$ cat src/rtl/fir_stream_filter_if.sv
// Valid/ready sample stream carrying one signed word per transfer.
interface fir_stream_filter_if #(
  parameter int unsigned W = 16
) ();
  logic                valid;
  logic                ready;
  logic signed [W-1:0] data;

  modport master (output valid, output data, input ready);
  modport slave  (input valid, input data, output ready);
endinterface

$ cat src/rtl/fir_stream_filter.sv
// Runtime-programmable FIR filter, one tap per clock on a single MAC, valid/ready on both sides.
// Define ROUND_SAT_EN for round-half-up plus saturation on the output; default truncates and wraps.
module fir_stream_filter #(
  parameter int unsigned NTAPS  = 4,
  parameter int unsigned DATA_W = 16,
  parameter int unsigned COEF_W = 16,
  parameter int unsigned OUT_W  = 16,
  parameter int unsigned SHIFT  = 0
) (
  input  logic                       clk,
  input  logic                       rst,
  input  logic                       enable,
  fir_stream_filter_if.slave         in_st,
  fir_stream_filter_if.master        out_st,
  input  logic                       coef_we,
  input  logic [$clog2(NTAPS)-1:0]   coef_addr,
  input  logic signed [COEF_W-1:0]   coef_data,
  output logic                       coef_err
);

  localparam int unsigned TW    = $clog2(NTAPS);
  localparam int unsigned PW    = DATA_W + COEF_W;
  localparam int unsigned ACC_W = DATA_W + COEF_W + $clog2(NTAPS);

  typedef enum logic [1:0] {StIdle, StMac, StOut} state_e;

  state_e                   state_q;
  logic signed [DATA_W-1:0] x_q [NTAPS];
  logic signed [COEF_W-1:0] c_q [NTAPS];
  logic signed [ACC_W-1:0]  acc_q;
  logic signed [ACC_W-1:0]  acc_next;
  logic [TW-1:0]            tap_q;
  logic                     in_ready_q;
  logic                     out_valid_q;
  logic signed [OUT_W-1:0]  out_data_q;
  logic                     coef_err_q;

  logic signed [PW-1:0]     prod;
  logic signed [OUT_W-1:0]  scaled;
  logic                     in_ready;
  logic                     fire;
  logic                     last_tap;
  logic                     coef_ok;

  // in_ready_q is low for the first cycle after reset and while busy
  assign in_ready     = in_ready_q & enable & ~rst;
  assign in_st.ready  = in_ready;
  assign out_st.valid = out_valid_q;
  assign out_st.data  = out_data_q;
  assign coef_err     = coef_err_q;

  assign fire     = in_st.valid & in_ready & (state_q == StIdle);
  assign last_tap = (tap_q == TW'(NTAPS - 1));
  assign coef_ok  = (state_q == StIdle) && (32'(coef_addr) < NTAPS);

  assign prod     = PW'(x_q[tap_q]) * PW'(c_q[tap_q]);
  assign acc_next = acc_q + ACC_W'(prod);

`ifdef ROUND_SAT_EN
  localparam logic [ACC_W:0] RoundK = (SHIFT == 0) ? '0 : ((ACC_W + 1)'(1) << (SHIFT - 1));
  logic signed [ACC_W:0] rnd;

  always_comb begin
    rnd = ((ACC_W + 1)'(acc_next) + $signed(RoundK)) >>> SHIFT;
    // In range when every bit above the output sign bit matches it
    if (rnd[ACC_W:OUT_W-1] == {(ACC_W - OUT_W + 2){rnd[ACC_W]}}) begin
      scaled = rnd[OUT_W-1:0];
    end else if (rnd[ACC_W]) begin
      scaled = {1'b1, {(OUT_W - 1){1'b0}}};
    end else begin
      scaled = {1'b0, {(OUT_W - 1){1'b1}}};
    end
  end
`else
  assign scaled = OUT_W'(acc_next >>> SHIFT);
`endif

  always_ff @(posedge clk) begin
    if (rst) begin
      state_q     <= StIdle;
      for (int i = 0; i < NTAPS; i++) begin
        x_q[i] <= '0;
        c_q[i] <= '0;
      end
      acc_q       <= '0;
      tap_q       <= '0;
      in_ready_q  <= 1'b0;
      out_valid_q <= 1'b0;
      out_data_q  <= '0;
      coef_err_q  <= 1'b0;
    end else begin
      coef_err_q <= coef_we & ~coef_ok;
      // Lands at the same edge as a handshake, so that sample's MAC sees it
      if (coef_we && coef_ok) begin
        c_q[coef_addr] <= coef_data;
      end
      if (enable) begin
        case (state_q)
          StIdle: begin
            if (fire) begin
              x_q[0] <= in_st.data;
              for (int i = 1; i < NTAPS; i++) begin
                x_q[i] <= x_q[i-1];
              end
              acc_q      <= '0;
              tap_q      <= '0;
              in_ready_q <= 1'b0;
              state_q    <= StMac;
            end else begin
              in_ready_q <= 1'b1;
            end
          end
          StMac: begin
            acc_q <= acc_next;
            if (last_tap) begin
              tap_q       <= '0;
              out_valid_q <= 1'b1;
              out_data_q  <= scaled;
              state_q     <= StOut;
            end else begin
              tap_q <= tap_q + 1'b1;
            end
          end
          StOut: begin
            if (out_st.ready) begin
              out_valid_q <= 1'b0;
              in_ready_q  <= 1'b1;
              state_q     <= StIdle;
            end
          end
          default: state_q <= StIdle;
        endcase
      end else if (state_q == StIdle) begin
        in_ready_q <= 1'b1;
      end
    end
  end

endmodule
$ cat src/flat_wrapper.sv
// flat-port wrapper written by rule: the top's interface ports become plain ports
module fir_stream_filter_flat 
#(
  parameter int unsigned NTAPS  = 4,
  parameter int unsigned DATA_W = 16,
  parameter int unsigned COEF_W = 16,
  parameter int unsigned OUT_W  = 16,
  parameter int unsigned SHIFT  = 0
)
  (clk, rst, enable, coef_we, coef_addr, coef_data, coef_err, in_st_valid, in_st_data, in_st_ready, out_st_valid, out_st_data, out_st_ready);
  fir_stream_filter_if in_st_i ();
  fir_stream_filter_if out_st_i ();
  input  logic clk;
  input  logic rst;
  input  logic enable;
  input  logic coef_we;
  input  logic [$clog2(NTAPS)-1:0] coef_addr;
  input  logic signed [COEF_W-1:0] coef_data;
  output logic coef_err;
  input wire logic [$bits(in_st_i.valid)-1:0] in_st_valid;
  input wire logic [$bits(in_st_i.data)-1:0] in_st_data;
  output wire logic [$bits(in_st_i.ready)-1:0] in_st_ready;
  output wire logic [$bits(out_st_i.valid)-1:0] out_st_valid;
  output wire logic [$bits(out_st_i.data)-1:0] out_st_data;
  input wire logic [$bits(out_st_i.ready)-1:0] out_st_ready;
  assign in_st_i.valid = in_st_valid;
  assign in_st_i.data = in_st_data;
  assign in_st_ready = in_st_i.ready;
  assign out_st_valid = out_st_i.valid;
  assign out_st_data = out_st_i.data;
  assign out_st_i.ready = out_st_ready;
  fir_stream_filter #(.NTAPS(NTAPS), .DATA_W(DATA_W), .COEF_W(COEF_W), .OUT_W(OUT_W), .SHIFT(SHIFT)) u_core (.clk(clk), .rst(rst), .enable(enable), .in_st(in_st_i), .out_st(out_st_i), .coef_we(coef_we), .coef_addr(coef_addr), .coef_data(coef_data), .coef_err(coef_err));
endmodule
$ cat config.mk
export PLATFORM = sky130hd
export DESIGN_NAME = fir_stream_filter_flat
export DESIGN_NICKNAME = d
export VERILOG_FILES = /design/src/rtl/fir_stream_filter_if.sv /design/src/rtl/fir_stream_filter.sv /design/src/flat_wrapper.sv
export SDC_FILE = /design/constraint.sdc
export NUM_CORES = 1
export LEC_CHECK = 0
export CAP_MARGIN = 5
export CORE_UTILIZATION = 33
export CTS_CLUSTER_DIAMETER = 150
export DETAILED_ROUTE_END_ITERATION = 10
export PLACE_DENSITY = 0.55
export SLEW_MARGIN = 0
export SYNTH_ARGS = -nofsm -noshare
export SYNTH_HDL_FRONTEND = slang
export SYNTH_SLANG_ARGS = --single-unit
$ cat constraint.sdc
create_clock -name clk -period 8.25 [get_ports clk]
set_input_delay 1.65 -clock clk [delete_from_list [all_inputs] [get_ports clk]]
set_output_delay 1.65 -clock clk [all_outputs]
set_load 0.005 [all_outputs]
==> metrics.yaml, run 1 <==
die:
  pin_count: 59
  die_height_um: 190
  start_util_pct: 33.6
  placementRows: 68
  coreArea_um2: 34600
  die_w_um: 190
  die-area_um2: 36000
power:
  comb_power_share_pct: 32.2
  swShare_pct: 33.9
  clkPwrFrac_pct: 30.1
  irDropWorstVdd_mv: 0.174
  power_frac_seq_pct: 37.7
  power.density_nw_per_um2: 196
  switchingPower_uw: 878
  power.internal_uw: 1720
  leakage_uw: 0.00564
cts:
  clock_path_buffers: 2
  htree_levels: 4
  insertion_delay_ns: 0.45
  post_cts_buffers: 0
  cts_resized: 0
  numCtsBuffers: 17
  numClockSinks: 169
  tritoncts: "built"
  cts_root_buffer: "clkbuf_16"
  cts_hold_buffers: 0
  clk_pin_slew_worst_paths_ns: 0.07
setup_path:
  max_stage_delay_ns: 0.71
  path_class: "reg2reg"
  reg2reg_slack_ns: 1.25
  arrival_ns: 7.29
  crit_buf_inv: 6
  reg2reg_to: "u_core.out_st.data[15]$_SDFFE_PP0P_"
  crit_required_ns: 8.55
  worstSetupStartpointType: "register"
  crit_family: "adder cells"
  crit_end: "u_core.out_st.data[15]$_SDFFE_PP0P_"
  path_depth: 22
  crit_path_max_fanout: 16
  crit_chain: "mux4_2 > and2_1 > fa_1 > inv_1 > fa_1 > inv_1 > fa_1 > inv_1 > fa_1 > inv_1 > fa_1 > inv_1 > fa_1 > inv_1 > ha_1 > a21o_1 > a2111oi_0 > nor3_1 > o31ai_1 > xnor2_1 > xnor2_1 > a211oi_2"
  endpoint_kind: "register"
  crit_slowest_cell: "mux4_2"
  r2r_cells: 22
synth:
  synthMuxAreaShare_pct: 6.20
  yosys.area.top_type: "edfxtp_1"
  yosysTopAreaCellShare_pct: 33.1
  synth_compound_area_share_pct: 3.72
  ys_top_cells_by_count: "inv_1, and2_1, edfxtp_1"
  synthAdderAreaFrac_pct: 23.2
  syn_inst: 1031
  ys_seq_elements: 169
  yosys-top-cells-area: "edfxtp_1, fa_1, and2_1, ha_1, dfxtp_1"
  synth_seq_area_share_pct: 40.1
  async_reset_ff_share_pct: 0
  synth_warnings: 0
  ys_types: 44
  synth.avg_cell_area_um2: 11.3
  synth_xor_area_share_pct: 3.32
  yosys.area_share.simple_pct: 16.2
  yosysMostFrequentCell: "inv_1"
  synth_flop_cell: "edfxtp_1"
  synth_top_family_by_area: "adder cells"
  synth_edf_count: 128
  synth_fp_nets: 1231
  syn_area_um2: 11600
timing:
  relSlewSlack_pct: 14.1
  skew_ns: 0.0139
  setup_violations: 0
  hold_violations: 0
  period_needed_ns: 7.00
  fin_crit_sh_pct: 84.8
  rsz0062_at_grt: "false"
  worst_pin_slew_ns: 1.28
  drv_slew: 0
  tns_ns: 0
  max_freq_mhz: 143
placement:
  place_area_um2: 12600
  port_buffers: 58
  finalWeightedCongestion: 0.847
  hpwlAfterDp_um: 19300
drt:
  drc: 0
  via_per_inst: 4.68
  wl_per_cell_um: 17.0
  antenna_left: 0
  dr.pass1.iters: 4
  routed_wl_um: 26100
  routed-via-count: 7183
  drt_iter0_markers: 527
cells_and_area:
  antenna_cells: 0
  postLayoutCoreUtil_pct: 38.2
  layout-drive-gt1-share_pct: 7.86
  area_growth_pct: 13.7
  stdcell_area_um2: 13200
  layout.nets: 1268
  nFillCells: 3372
status:
  run_status: "completed"
global_route:
  grt_use_met1_pct: 20.3
  grtUsageMet3_pct: 2.69
  grt_pass1_wl_um: 42400
  grt-busiest-layer: "met2"
  gr-usage-met2_pct: 26.9
  first_global_vias: 7685
  antenna_found_initial: 0
  grtUsageTotal_pct: 15.6
  globalRoute.totalOverflow: 0
  grt_max_degree: 71
worst_hold_path:
  min_from: "u_core.out_st.data[8]$_SDFFE_PP0P_"
  min_path_type: "reg2reg"
job:
  maxCapViolations: 0
==> cell families (layout without fill, tap and decap cells) <==
| logic type | count (synthesis) | after routing |
|---|---|---|
| adders and majority gates | 160 | 160 |
| AOI/OAI and AO/OA | 66 | 66 |
| buffers and inverters | 212 | 262 |
| muxes | 32 | 32 |
| and+or+nand+nor | 348 | 348 |
| DFF | 169 | 169 |
| xor gates and xnor gates | 44 | 44 |
==> worst min-delay path by stage <==
stage / endpoint / slack [ns] / cells past startpoint
after floorplan: u_core.acc_q[5]$_SDFFE_PP0P_ / 0.44 / 2
after global placement: u_core.out_st.data[3]$_SDFFE_PP0P_ / 0.44 / 2
after detailed placement: u_core.out_st.data[0]$_SDFFE_PP0P_ / 0.45 / 2
after global routing: u_core.out_st.data[4]$_SDFFE_PP0P_ / 0.47 / 2
final: u_core.out_st.data[8]$_SDFFE_PP0P_ / 0.45 / 2
after CTS: u_core.out_st.data[0]$_SDFFE_PP0P_ / 0.46 / 2
==> metal layers <==
metal / routed length, um / up-vias / share of wire (%)
met2: 13100 / 110 / 50
met5: 0 / - / 0
met4: 310 / 0 / 1.2
li1: - / 3450 / -
met3: 678 / 17 / 2.6
met1: 12000 / 3606 / 46
==> metrics by stage <==
stage | setup slack [ns] | cells | hold WS [ns] | total power (uW)
2_1_floorplan | 1.61 | 1031 | 0.436 | 1630
3_5_place_dp | 1.18 | 1504 | 0.446 | 1850
4_1_cts | 1.17 | 1536 | 0.456 | 2630
3_3_place_gp | 1.28 | 1504 | 0.445 | 1840
6_report | 1.25 | 1536 | 0.455 | 2590
5_1_grt | 0.790 | 1536 | 0.473 | 2780
==> cell type report <==
class                           count  area (um^2)  area share, %
Clock inverter                     15          146           1.11
Multi-Input combinational cell    650         6150           46.6
Inverter                          164          616           4.66
Timing Repair Buffer               66          636           4.81
Sequential cell                   169         4670           35.3
Clock buffer                       17          425           3.22
Tap cell                          455          569           4.31
==> sequential cells by signal, summed over array words and instances, names as in the netlist, named ones only <==
name	flops
u_core.coef_err	1
u_core.tap_q	2
u_core.c_q	64
u_core.out_st.data	16
u_core.x_q	64
u_core.acc_q	16
u_core.out_st.valid	1
u_core.in_ready_q	1
u_core.state_q	2
==> layout by cell type (no fill, tap or decap), types with 2 or more instances in the layout <==
cell,n
dfxtp_1,40
xnor2_1,40
edfxtp_1,128
a22oi_1,15
and3_1,68
clkinv_4,2
xor2_1,4
nand2b_1,3
a41o_1,2
nand2_2,2
inv_6,5
clkdlybuf4s50_1,57
nor2_1,25
nand2_1,91
or2_2,4
fa_1,93
inv_1,164
o21a_1,2
a21oi_1,24
nor3_1,5
a21o_1,5
mux4_2,32
and2_1,140
clkbuf_16,17
o21bai_1,4
buf_4,8
o21ai_0,5
inv_8,5
o21ai_1,2
ha_1,67
==> worst min-delay path, delay by kind of cell, from the launching register on <==
family / cells / cell delay [ns]
AO/OA/AOI/OAI: 1 / 0.05
AND/OR/NAND/NOR: 1 / 0.05
flip-flops: 1 / 0.31
==> power groups by stage <==
stage | sequential (uW) | combinational (uW) | clock [uW]
2_1_floorplan | 984 | 642 | 0
4_1_cts | 979 | 855 | 799
6_report | 978 | 836 | 780
5_1_grt | 983 | 962 | 832
3_3_place_gp | 998 | 846 | 0
3_5_place_dp | 998 | 849 | 0
(Power assumes the default switching activity.)
==> run 2, diff against run 1 <==
--- a/config.mk
+++ b/config.mk
@@ -9,7 +9,7 @@
 export CORE_UTILIZATION = 33
 export CTS_CLUSTER_DIAMETER = 150
 export DETAILED_ROUTE_END_ITERATION = 10
-export PLACE_DENSITY = 0.55
+export PLACE_DENSITY = 0.57
 export SLEW_MARGIN = 0
 export SYNTH_ARGS = -nofsm -noshare
 export SYNTH_HDL_FRONTEND = slang
==> constraint.sdc (replaced) <==
create_clock -name clk -period 6.2 [get_ports clk]
set_input_delay 1.24 -clock clk [delete_from_list [all_inputs] [get_ports clk]]
set_output_delay 1.24 -clock clk [all_outputs]
set_load 0.005 [all_outputs]
==> run 2 against run 1 <==
  * Sequential power increased by 33%
  * Combinational power increased by 61%
  * Core utilization increased by 1.9 points
  * Largest power group is now combinational logic
  * Wire length increased by 4.1%
  * Power increased by 44%
  * Final area increased by 5.1%
  * Die area unchanged
  * Final cell count increased by 4.0%
==> metrics.yaml, run 2 (same netlist as run 1, synthesis figures left out) <==
status:
  run_status: "completed"
timing:
  hold_violations: 0
  hold_slack_ns: 0.454
  skew_ns: 0.00688
  relSlewSlack_pct: 27.7
  worst_pin_slew_ns: 1.08
  fin_crit_sh_pct: 99.0
  rsz0062_at_grt: "true"
  period_needed_ns: 6.14
  drv_slew: 0
  max_freq_mhz: 163
  setup_violations: 0
global_route:
  grtUsageTotal_pct: 15.9
  antenna_found_initial: 0
  grt_pass1_wl_um: 43100
  first_global_vias: 7836
  grt_max_degree: 71
  globalRoute.totalOverflow: 0
setup_path:
  crit_slowest_cell: "mux4_2"
  r2r_cells: 24
  critPathMostFrequentCell: "fa_1"
  crit_required_ns: 6.49
  reg2reg_slack_ns: 0.06
  crit_family: "adder cells"
  crit_chain: "buf_12 > buf_12 > mux4_2 > and2_4 > fa_1 > inv_1 > fa_1 > inv_2 > fa_1 > inv_1 > fa_1 > inv_2 > fa_1 > inv_1 > fa_1 > inv_2 > ha_4 > a21o_1 > a2111oi_4 > nor3_2 > o31ai_2 > xnor2_1 > xnor2_1 > a211oi_2"
  path_class: "reg2reg"
  crit_path_max_fanout: 7
  endpoint_kind: "register"
  max_stage_delay_ns: 0.52
  reg2reg_to: "u_core.out_st.data[15]$_SDFFE_PP0P_"
  arrival_ns: 6.43
  crit_buf_inv: 8
  worstSetupStartpointType: "register"
cts:
  numCtsBuffers: 17
  insertion_delay_ns: 0.44
  cts_root_buffer: "clkbuf_16"
  clk_pin_slew_worst_paths_ns: 0.07
  clock_path_buffers: 2
  htree_levels: 4
  numClockSinks: 169
  tritoncts: "built"
drt:
  antenna_left: 0
  drc: 0
  drt_iter0_markers: 476
  routed-via-count: 7499
  dr.pass1.iters: 4
  wl_per_cell_um: 17.0
  routed_wl_um: 27200
  via_per_inst: 4.70
placement:
  hpwlAfterDp_um: 20300
  finalWeightedCongestion: 0.854
  port_buffers: 58
  place_area_um2: 13100
  dp_cells: 1555
job:
  maxCapViolations: 0
cells_and_area:
  antenna_cells: 0
  layoutNonFillerInstCount: 1597
  layout-drive-gt1-share_pct: 14.6
  final_common_cell: "inv_1"
  mostFrequentLayoutCells: "inv_1, and2_1, edfxtp_1, fa_1, nand2_1"
  area_growth_pct: 19.4
  stdcell_area_um2: 13900
  postLayoutCoreUtil_pct: 40.1
  reg_top3: "u_core.c_q x64, u_core.x_q x64"
  layout.nets: 1329
power:
  power_frac_seq_pct: 35.0
  irDropWorstVdd_mv: 0.173
  switchingPower_uw: 1250
  swShare_pct: 33.6
  power.internal_uw: 2470
  power.density_nw_per_um2: 268
  leakage_uw: 0.00601
  power_uw: 3720
  comb_power_share_pct: 36.2
  clkPwrFrac_pct: 28.9
die:
  die_height_um: 190
  coreArea_um2: 34600
  pin_count: 59
  die-area_um2: 36000
  placementRows: 68
  start_util_pct: 33.6
  die_w_um: 190
worst_hold_path:
  hold_depth: 2
  holdPathEnd: "u_core.out_st.data[2]$_SDFFE_PP0P_"
  min_from: "u_core.out_st.data[2]$_SDFFE_PP0P_"
  min_path_type: "reg2reg"
run 2: cell count changes in the layout (fill, tap and decap cells not counted), moves of 4 or more:
cell / before / now
and2_1: 140 / 136
and2_4: 0 / 4
buf_12: 0 / 6
buf_4: 8 / 59
inv_1: 164 / 159
inv_2: 0 / 5
run 2: worst max path at each step:
stage                         from                                   to  slack (ns)  depth (start not counted)
after global placement    register  u_core.out_st.data[15]$_SDFFE_PP0P_       0.003                         23
final                     register  u_core.out_st.data[15]$_SDFFE_PP0P_        0.06                         24
after CTS                 register  u_core.out_st.data[15]$_SDFFE_PP0P_       0.001                         23
after floorplan           register  u_core.out_st.data[15]$_SDFFE_PP0P_        0.02                         25
after detailed placement  register  u_core.out_st.data[15]$_SDFFE_PP0P_       -0.03                         23
after global routing      register  u_core.out_st.data[15]$_SDFFE_PP0P_       -0.18                         24
run 2: per-stage QoR:
stage	TNS [ns]	setup WS [ns]
floorplan	0	0.0215
global placement	0	0.00270
detailed placement	-0.0270	-0.0270
CTS	0	0.000981
global route	-0.527	-0.180
finish	0	0.0645
run 2: layout make-up:
class | count | area (um^2)
clock inverter | 14 | 158
clock buffer | 18 | 429
tap | 455 | 569
timing repair buffer | 127 | 1190
inverter | 164 | 616
multi-input combinational | 650 | 6250
sequential | 169 | 4670
fill | 3318 | 20700
run 2: routing by layer:
layer	global-route usage (%)	part of all wire [%]	up-vias
met1	20.1	45	3773
met2	27.2	50	118
met4	6.33	3.0	0
li1	-	-	3575
met3	2.47	2.6	33
met5	0	0	-
run 2: worst reg2reg max path, cell delays in order, from the launching register on:
cell and delay, ns:
dfxtp_4 0.37, buf_12 0.14, buf_12 0.11, mux4_2 0.52, and2_4 0.18, fa_1 0.49
inv_1 0.05, fa_1 0.49, inv_2 0.04, fa_1 0.50, inv_1 0.05, fa_1 0.50
inv_2 0.05, fa_1 0.52, inv_1 0.05, fa_1 0.49, inv_2 0.05, ha_4 0.21
a21o_1 0.19, a2111oi_4 0.21, nor3_2 0.09, o31ai_2 0.26, xnor2_1 0.16, xnor2_1 0.17
a211oi_2 0.10
run 2: repair_timing:
item,in CTS,in global routing
buffers inserted,0,10
hold buffers,0,0
setup endpoints to repair,2,10
gates cloned,0,0
endpoints found under the hold margin,0,0
resized for setup,0,29
pin swaps,1,17
run 2: power by group through the flow:
| stage | sequential (uW) | clock, uW | combinational, uW |
|---|---|---|---|
| global route | 1310 | 1140 | 1510 |
| CTS | 1300 | 1100 | 1280 |
| finish | 1300 | 1080 | 1350 |
| global placement | 1330 | 0 | 1270 |
| detailed placement | 1330 | 0 | 1270 |
| floorplan | 1310 | 0 | 877 |
==> run 3, diff against run 2 <==
--- a/config.mk
+++ b/config.mk
@@ -5,6 +5,7 @@
 export SDC_FILE = /design/constraint.sdc
 export NUM_CORES = 1
 export LEC_CHECK = 0
+export ABC_CLOCK_PERIOD_IN_PS = 6200
 export CAP_MARGIN = 5
 export CORE_UTILIZATION = 33
 export CTS_CLUSTER_DIAMETER = 150
==> results of run 3 <==
No change in the layout: final DEF, timing and power equal those of run 2.
